[config.mk]
export PLATFORM = sky130hd
export DESIGN_NAME = truth_table_sequencer
export DESIGN_NICKNAME = d
export VERILOG_FILES = /design/src/rtl/truth_tt_pkg.sv /design/src/rtl/settle_counter.sv /design/src/rtl/truth_table_sequencer.sv
export SDC_FILE = /design/constraint.sdc
export NUM_CORES = 1
export LEC_CHECK = 0
export ABC_CLOCK_PERIOD_IN_PS = 2460
export CAP_MARGIN = 20
export CORE_ASPECT_RATIO = 1.5
export CORE_MARGIN = 2
export CORE_UTILIZATION = 48
export CTS_CLUSTER_SIZE = 28
export DETAILED_ROUTE_END_ITERATION = 8
export PLACE_DENSITY = 0.84
export SLEW_MARGIN = 15
export SYNTH_ARGS = -nofsm -noshare
export SYNTH_HDL_FRONTEND = slang
export SYNTH_SLANG_ARGS = --single-unit
[constraint.sdc]
create_clock -name clk -period 2.46 [get_ports clk]
set_input_delay 0.369 -clock clk [delete_from_list [all_inputs] [get_ports clk]]
set_output_delay 0.369 -clock clk [all_outputs]
set_load 0.01 [all_outputs]
[src/rtl/truth_tt_pkg.sv]
// Shared definitions for the truth-table sweep controller: state encoding
// and the vector-count helper used to size the truth-table buses.
package truth_tt_pkg;

    localparam logic [1:0] ST_IDLE   = 2'd0;
    localparam logic [1:0] ST_SETTLE = 2'd1;
    localparam logic [1:0] ST_SAMPLE = 2'd2;
    localparam logic [1:0] ST_DONE   = 2'd3;

    typedef enum logic [1:0] {
        S_IDLE   = ST_IDLE,
        S_SETTLE = ST_SETTLE,
        S_SAMPLE = ST_SAMPLE,
        S_DONE   = ST_DONE
    } state_t;

    function automatic int vec_count(input int n);
        return 1 << n;
    endfunction

endpackage

[src/rtl/settle_counter.sv]
// Loadable down-counter with a zero flag; times how long each input vector
// is held before the function output is sampled.
module settle_counter #(
    parameter int W = 1
) (
    input  logic         clk,
    input  logic         rst_n,
    input  logic         load,
    input  logic         en,
    input  logic [W-1:0] load_val,
    output logic         zero
);

    logic [W-1:0] count;

    always_ff @(posedge clk) begin
        if (!rst_n) begin
            count <= '0;
        end else if (load) begin
            count <= load_val;
        end else if (en && (count != '0)) begin
            count <= count - W'(1);
        end
    end

    assign zero = (count == '0);

endmodule

[src/rtl/truth_table_sequencer.sv]
// Clocked exhaustive sweep of a small combinational function against an expected
// truth table. Optional macro TT_STOP_ON_FAIL_EN ends the sweep at the first mismatch.
//
//   state    | meaning
//   ---------+------------------------------------------------------------
//   S_IDLE   | waiting for start; results of the last sweep are held
//   S_SETTLE | current vector driven, settle counter running
//   S_SAMPLE | dut_s captured and compared at the closing edge
//   S_DONE   | one-cycle done pulse, pass valid
module truth_table_sequencer
    import truth_tt_pkg::*;
#(
    parameter int N_IN   = 2,
    parameter int SETTLE = 1
) (
    input  logic                         clk,
    input  logic                         rst_n,
    input  logic                         start,
    input  logic [vec_count(N_IN)-1:0]   exp_tt,
    input  logic                         dut_s,
    output logic [N_IN-1:0]              vec,
    output logic                         busy,
    output logic                         done,
    output logic                         pass,
    output logic [N_IN:0]                fail_count,
    output logic [N_IN-1:0]              fail_idx,
    output logic [vec_count(N_IN)-1:0]   got_tt
);

    localparam int VEC_CNT = vec_count(N_IN);
    localparam int CW      = $clog2(SETTLE) + 1;
    localparam logic [CW-1:0] SETTLE_LOAD = CW'(SETTLE - 1);

    state_t               state;
    logic [VEC_CNT-1:0]   exp_q;
    logic                 mism;
    logic                 last_vec;
    logic                 stop_now;
    logic [N_IN:0]        fc_next;
    logic                 cnt_load;
    logic                 cnt_en;
    logic                 cnt_zero;

    assign mism     = (dut_s != exp_q[vec]);
    assign last_vec = (vec == '1);
    assign fc_next  = fail_count + (N_IN+1)'(mism);

`ifdef TT_STOP_ON_FAIL_EN
    assign stop_now = mism;
`else
    assign stop_now = 1'b0;
`endif

    // Reload for every vector so each one gets exactly SETTLE cycles.
    assign cnt_load = ((state == S_IDLE) && start) ||
                      ((state == S_SAMPLE) && !last_vec && !stop_now);
    assign cnt_en   = (state == S_SETTLE);

    settle_counter #(.W(CW)) u_settle (
        .clk      (clk),
        .rst_n    (rst_n),
        .load     (cnt_load),
        .en       (cnt_en),
        .load_val (SETTLE_LOAD),
        .zero     (cnt_zero)
    );

    always_ff @(posedge clk) begin
        if (!rst_n) begin
            state      <= S_IDLE;
            exp_q      <= '0;
            vec        <= '0;
            busy       <= 1'b0;
            done       <= 1'b0;
            pass       <= 1'b0;
            fail_count <= '0;
            fail_idx   <= '0;
            got_tt     <= '0;
        end else begin
            done <= 1'b0;
            case (state)
                S_IDLE: begin
                    if (start) begin
                        exp_q      <= exp_tt;
                        fail_count <= '0;
                        fail_idx   <= '0;
                        got_tt     <= '0;
                        pass       <= 1'b0;
                        vec        <= '0;
                        busy       <= 1'b1;
                        state      <= S_SETTLE;
                    end
                end
                S_SETTLE: begin
                    if (cnt_zero) begin
                        state <= S_SAMPLE;
                    end
                end
                S_SAMPLE: begin
                    got_tt[vec] <= dut_s;
                    fail_count  <= fc_next;
                    if (mism && (fail_count == '0)) begin
                        fail_idx <= vec;
                    end
                    // pass is settled on entry to DONE so it is valid alongside done.
                    if (last_vec || stop_now) begin
                        done  <= 1'b1;
                        pass  <= (fc_next == '0);
                        state <= S_DONE;
                    end else begin
                        vec   <= vec + N_IN'(1);
                        state <= S_SETTLE;
                    end
                end
                S_DONE: begin
                    busy  <= 1'b0;
                    state <= S_IDLE;
                end
                default: state <= S_IDLE;
            endcase
        end
    end

endmodule

== After elaboration in Yosys (flattened, before gate mapping) ==
Cells that the tools add are included.
W data, S select, Z words.

* RAM bits: 0
* Bits in latches: 0
* Memory bits (read-only): 0
* Logic and storage cells: 71
* Memories: 0
* Input port bits: 8
* Bits in registers: 21

* Divide/modulo/power cells: 0
* Multiply operators: 0
* Shifts and indexed selects: 0
* Add/subtract/negate cells: 3
* Equality and inequality tests: 10
* Muxes and demuxes: 24
* Magnitude comparators: 2
* Bitwise logic cells: 1
* Reductions and logical operators: 21

{| class="wikitable"
|+ Operators with widths
! operator !! count
|-
| $mux W2 || 6
|-
| $reduce_and A2 Y1 || 5
|-
| $reduce_and A3 Y1 || 3
|-
| $ne A2 B2 Y1 const B || 4
|-
| $pmux W2 S2 || 2
|-
| $pmux W2 S4 || 1
|-
| $pmux W4 S2 || 1
|-
| $eq A2 B2 Y1 const B || 3
|-
| $logic_not A3 Y1 || 2
|-
| $mux W1 || 6
|-
| $pmux W3 S2 || 1
|-
| $logic_and A1 B1 Y1 || 5
|-
| $bwmux W4 || 1
|-
| $mux W4 || 1
|-
| $pmux W1 S2 || 2
|-
| $reduce_bool A2 Y1 || 2
|-
| $add A3 B1 Y3 || 1
|-
| $lt A2 B3 Y1 const B || 1
|-
| $mux W3 || 1
|-
| $add A2 B1 Y2 const B || 1
|-
| $bmux W1 S2 || 1
|-
| $demux W1 S2 || 1
|-
| $eq A2 B1 Y1 const B || 1
|-
| $ge A2 B1 Y1 const B || 1
|-
| 8 further kinds || 8
|}

== Longest topological paths before layout ==
* Depth after elaboration: 7
* Depth in mapped cells: 8

== By module ==
A second synthesis with hierarchy kept.

* Cell total of the unflattened synthesis: 109
* Area, all modules: 1009.7 um2

{| class="wikitable"
|+ Modules (own cells, without submodules)
! module !! times used !! area each (um2) !! cells each
|-
| truth_table_sequencer || 1 || 960.9 || 104
|-
| settle_counter || 1 || 48.8 || 5
|}

== Least setup slack after synthesis ==
OpenSTA, ideal clock, no wires.

* Kind: flip-flop to flip-flop
* From: reg vec[0]
* To: reg pass
* Required time: 2395 ps
* Path buffers: 0
* Slack: 309 ps
* Stages on the path, launching flop included: 8
* Data arrival time: 2085 ps
* Cell sequence: dfxtp_1 mux4_2 xor2_2 ha_1 ha_1 nor4_1 mux2i_1 nor2b_1

* Cells in the longest elaborated chain, start to end: 7

{| class="wikitable"
|+ Ends and longest elaborated chain
! what !! line !! text
|-
| start: declaration || truth_table_sequencer.sv:21 || <nowiki>output logic [N_IN-1:0] vec,</nowiki>
|-
| start signal: assignment || truth_table_sequencer.sv:111 || <nowiki>vec <= vec + N_IN'(1);</nowiki>
|-
| $bmux W1 S2 || truth_table_sequencer.sv:44 || <nowiki>assign mism = (dut_s != exp_q[vec]);</nowiki>
|-
| $mux W1 (not written as such) || truth_table_sequencer.sv:44 ||
|-
| $ne A1 B1 Y1 || truth_table_sequencer.sv:44 ||
|-
| $add A3 B1 Y3 || truth_table_sequencer.sv:46 || <nowiki>assign fc_next = fail_count + (N_IN+1)'(mism);</nowiki>
|-
| $logic_not A3 Y1 || truth_table_sequencer.sv:108 || <nowiki>pass <= (fc_next == '0);</nowiki>
|-
| $mux W1 || truth_table_sequencer.sv:106 || <nowiki>if (last_vec || stop_now) begin</nowiki>
|-
| $pmux W1 S2 || truth_table_sequencer.sv:81 || <nowiki>case (state)</nowiki>
|-
| end signal: assignment || truth_table_sequencer.sv:108 ||
|-
| end: declaration || truth_table_sequencer.sv:24 || <nowiki>output logic pass,</nowiki>
|}

Parallel ways exist; a longest one is shown, timed or not. The select of a mux whose other input is x is not followed.
A chain may end at the register's enable or synchronous reset.

== Worst setup path after layout ==
Ends and elaborated chain as after synthesis.

==> out/qor.txt <==
Status -> complete, no violations
CTS Buffer Depth -> 2
Max-cap violations -> 0
Most common cell on crit path -> ha_1
Mapped Nets -> 123
NumNets Final -> 146
Critical path depth -> 7
Worst-path cell chain -> mux4_2 > xor2_2 > ha_1 > ha_1 > nor4_1 > mux2i_1 > nor2b_1
Die ar. -> 2480 um2
Gate power share -> 13.7%
FP Rows -> 20
Clk root buf -> clkbuf_4
Post-CTS Setup Bufs -> 0
Hpwl dp -> 1560 um
CTS HTree Levels -> 1
Cell accounting for the most synthesized area -> dfxtp_1
Initial core utilization -> 50.2%
Clk sinks -> 21
R2R Path End -> pass$_SDFFE_PN0P_
Post-CTS sizing -> 0
Post-route ant nets -> 0
CTS tree -> done
Final Cycle Share -> 91.5%
Vias/cell -> 5.49
Crit path kind -> reg -> reg
Yosys reg bits -> 21
Final Max Tran Viols -> 0
Pwr Density -> 487 nW/um2
Max incr delay on CP -> 0.56 ns
Syn_area_per_cell -> 9.22 um2
VDD IR-drop max -> 0.352 mV
Largest net degree at the start of global routing -> 24
Max-slew headroom -> 56.7%
FF-to-FF path depth -> 7
Crit path max-delay family -> multiplexers
WP data required -> 2.72 ns
Slowest CP cell -> mux4_2
Placed cell count -> 149
Sequential area share after synthesis -> 41.8%
Finished Cell Area -> 1260 um2
Internal -> 456 uW
Crit end category -> flop
I/O Pins -> 22
Worst path bufs/invs -> 0
Initial antenna violation count -> 0
Hold Crit Class -> reg -> reg
Fill cell total of the finished layout -> 187
Leakage power figure -> 0.468 nW
Reg power frac -> 58.8%
HP Start -> u_settle.count$_SDFFE_PP0P_
Reg-to-reg slack, setup -> 0.21 ns
CP max FO -> 7
Switch Pwr -> 156 uW
Layout cells sized above 1 -> 6.87%
Clk_lat worst skew -> 0.31 ns
Gate Count Post-Synth -> 109
Post-route core utilization -> 62.7%
Core area -> 2000 um2
Die extent in y -> 60.0 um
Endpoints failing hold -> 0
Worst-path clk slew -> 0.11 ns
Pre-antenna DRT Iters -> 4
Synth-to-Final Area Change -> 25.0%
Hold Path Depth -> 2
Hold path endpoint -> u_settle.count$_SDFFE_PP0P_
# hold bufs at CTS -> 0
Cell Area, Synth -> 1000 um2
GPL Wtd Cong -> 0.764
Post-DP Area -> 1230 um2
Synth top area share -> 41.8%
Max Clock Freq -> 0.444 GHz
Clock network power share -> 27.5%
Diode count -> 0
Port Buffer Count -> 21
Post-route DRC -> 0
Critical path launch point type -> flop
Reg2reg start -> vec[0]$_SDFFE_PN0P_
Worst EP arrival -> 2.51 ns
Slew @ Worst Pin -> 0.647 ns
# setup viols final -> 0
Post-route setup TNS -> 0 ns
Num CTS Buffers -> 3
RSZ-0062 raised after global routing -> false
Top post-synthesis cells by area -> dfxtp_1 (42%), ha_1 (7.5%), nand2_1 (6.4%)
First-pass GRT wire length -> 3370 um
Non-Filler Instances -> 153
Initial drt markers -> 12
Cell variety after synth -> 29
Total gr overflow -> 0
Die Width -> 41.4 um
Fin Clk Skew -> 0.00164 ns
WL final -> 2030 um
Post-layout min period -> 2.25 ns
Vias -> 840
Sw frac -> 25.5%
Gr usage total -> 20.4%
Number of global-route vias before repair -> 795
WL/cell -> 13.3 um
Ys Warns -> 0
## area by class of cell
cell class,instances,area [um2],share of cell area (%)
clock buffer,4,26.3,2.09
inverter,3,11.3,0.896
multi-input combinational,80,546,43.4
sequential,21,420,33.5
tap,22,27.5,2.19
timing repair buffer,23,225,17.9
## worst register-to-register path, delay by kind of cell (launching register included)
kind / cells / cell delay (ns)
multiplexers: 2 / 0.67
flip-flops: 1 / 0.48
adder cells (fa/ha/maj): 2 / 0.49
XOR/XNOR: 1 / 0.17
AND/OR/NAND/NOR: 2 / 0.39
## power groups by stage
stage | clock network, mW | logic [mW] | registers, mW
2_1_floorplan | 0 | 0.0537 | 0.364
3_3_place_gp | 0 | 0.0810 | 0.367
3_5_place_dp | 0 | 0.0836 | 0.368
4_1_cts | 0.172 | 0.0840 | 0.360
5_1_grt | 0.183 | 0.0928 | 0.362
6_report | 0.168 | 0.0839 | 0.360
## routing by layer
metal	vias up	track usage, %	wire (um)
met5	-	0	0
li1	425	-	-
met1	393	22.1	798
met4	0	13.8	63
met3	5	3.35	74
met2	17	33.9	1090
## how the worst max path moves through the flow
stage                     slack, ns                start                 to
after global routing           0.06  vec[0]$_SDFFE_PN0P_  pass$_SDFFE_PN0P_
final                          0.21  vec[0]$_SDFFE_PN0P_  pass$_SDFFE_PN0P_
after global placement         0.31  vec[0]$_SDFFE_PN0P_  pass$_SDFFE_PN0P_
after detailed placement       0.22  vec[0]$_SDFFE_PN0P_  pass$_SDFFE_PN0P_
after floorplan                0.31  vec[0]$_SDFFE_PN0P_  pass$_SDFFE_PN0P_
after CTS                      0.20  vec[0]$_SDFFE_PN0P_  pass$_SDFFE_PN0P_
## Yosys cell counts
cell type,number
buf_2,1
xor2_1,1
and3_1,1
nor2b_1,8
xor2_2,1
mux2i_1,3
buf_4,2
nand3b_1,2
a21oi_1,7
clkbuf_1,2
ha_1,6
o22ai_1,1
a22oi_1,1
inv_1,3
dfxtp_1,21
nor3b_1,1
mux4_2,1
nand2b_1,1
nor3_1,3
nand2_1,17
o2bb2ai_1,1
nor3b_2,1
nand3_2,1
a21boi_0,8
nor4_1,1
nor2_1,4
a32oi_1,4
nand3_1,4
and2_1,2
## per-stage QoR
stage          hold slack (ns)  setup slack (ns)  total power, mW
6_report                 0.465             0.209            0.612
5_1_grt                  0.479            0.0630            0.638
4_1_cts                  0.461             0.199            0.616
3_5_place_dp             0.445             0.217            0.451
3_3_place_gp             0.444             0.309            0.448
2_1_floorplan            0.436             0.309            0.418
## layout by cell type, fill, tap and decap left out, types with 2 or more instances in the layout
| cell type | Yosys | routed |
|---|---|---|
| dfxtp_1 | 21 | 21 |
| clkdlybuf4s50_1 | 0 | 21 |
| nand2_1 | 17 | 17 |
| nor2b_1 | 8 | 8 |
| a21boi_0 | 8 | 8 |
| a21oi_1 | 7 | 7 |
| ha_1 | 6 | 6 |
| nor2_1 | 4 | 4 |
| nand3_1 | 4 | 4 |
| a32oi_1 | 4 | 4 |
| inv_1 | 3 | 3 |
| nor3_1 | 3 | 3 |
| mux2i_1 | 3 | 3 |
| clkbuf_4 | 0 | 3 |
| nand3b_1 | 2 | 2 |
| and2_1 | 2 | 2 |
| buf_4 | 2 | 2 |
## registers in the layout, indices dropped and copies added, names as in the netlist
name / count
busy: 1
done: 1
exp_q: 4
fail_count: 3
fail_idx: 2
got_tt: 4
pass: 1
state: 2
u_settle.count: 1
vec: 2
## cell families after synthesis
group / count (synthesis) / synth area share [%]
simple gates: 46 / 23.9
compound gates: 22 / 15.2
flops: 21 / 41.8
buf+inv: 8 / 3.86
fa+ha+maj: 6 / 7.47
mux: 4 / 5.23
xor+xnor: 2 / 2.49
Power figures use the tool's default switching activity.
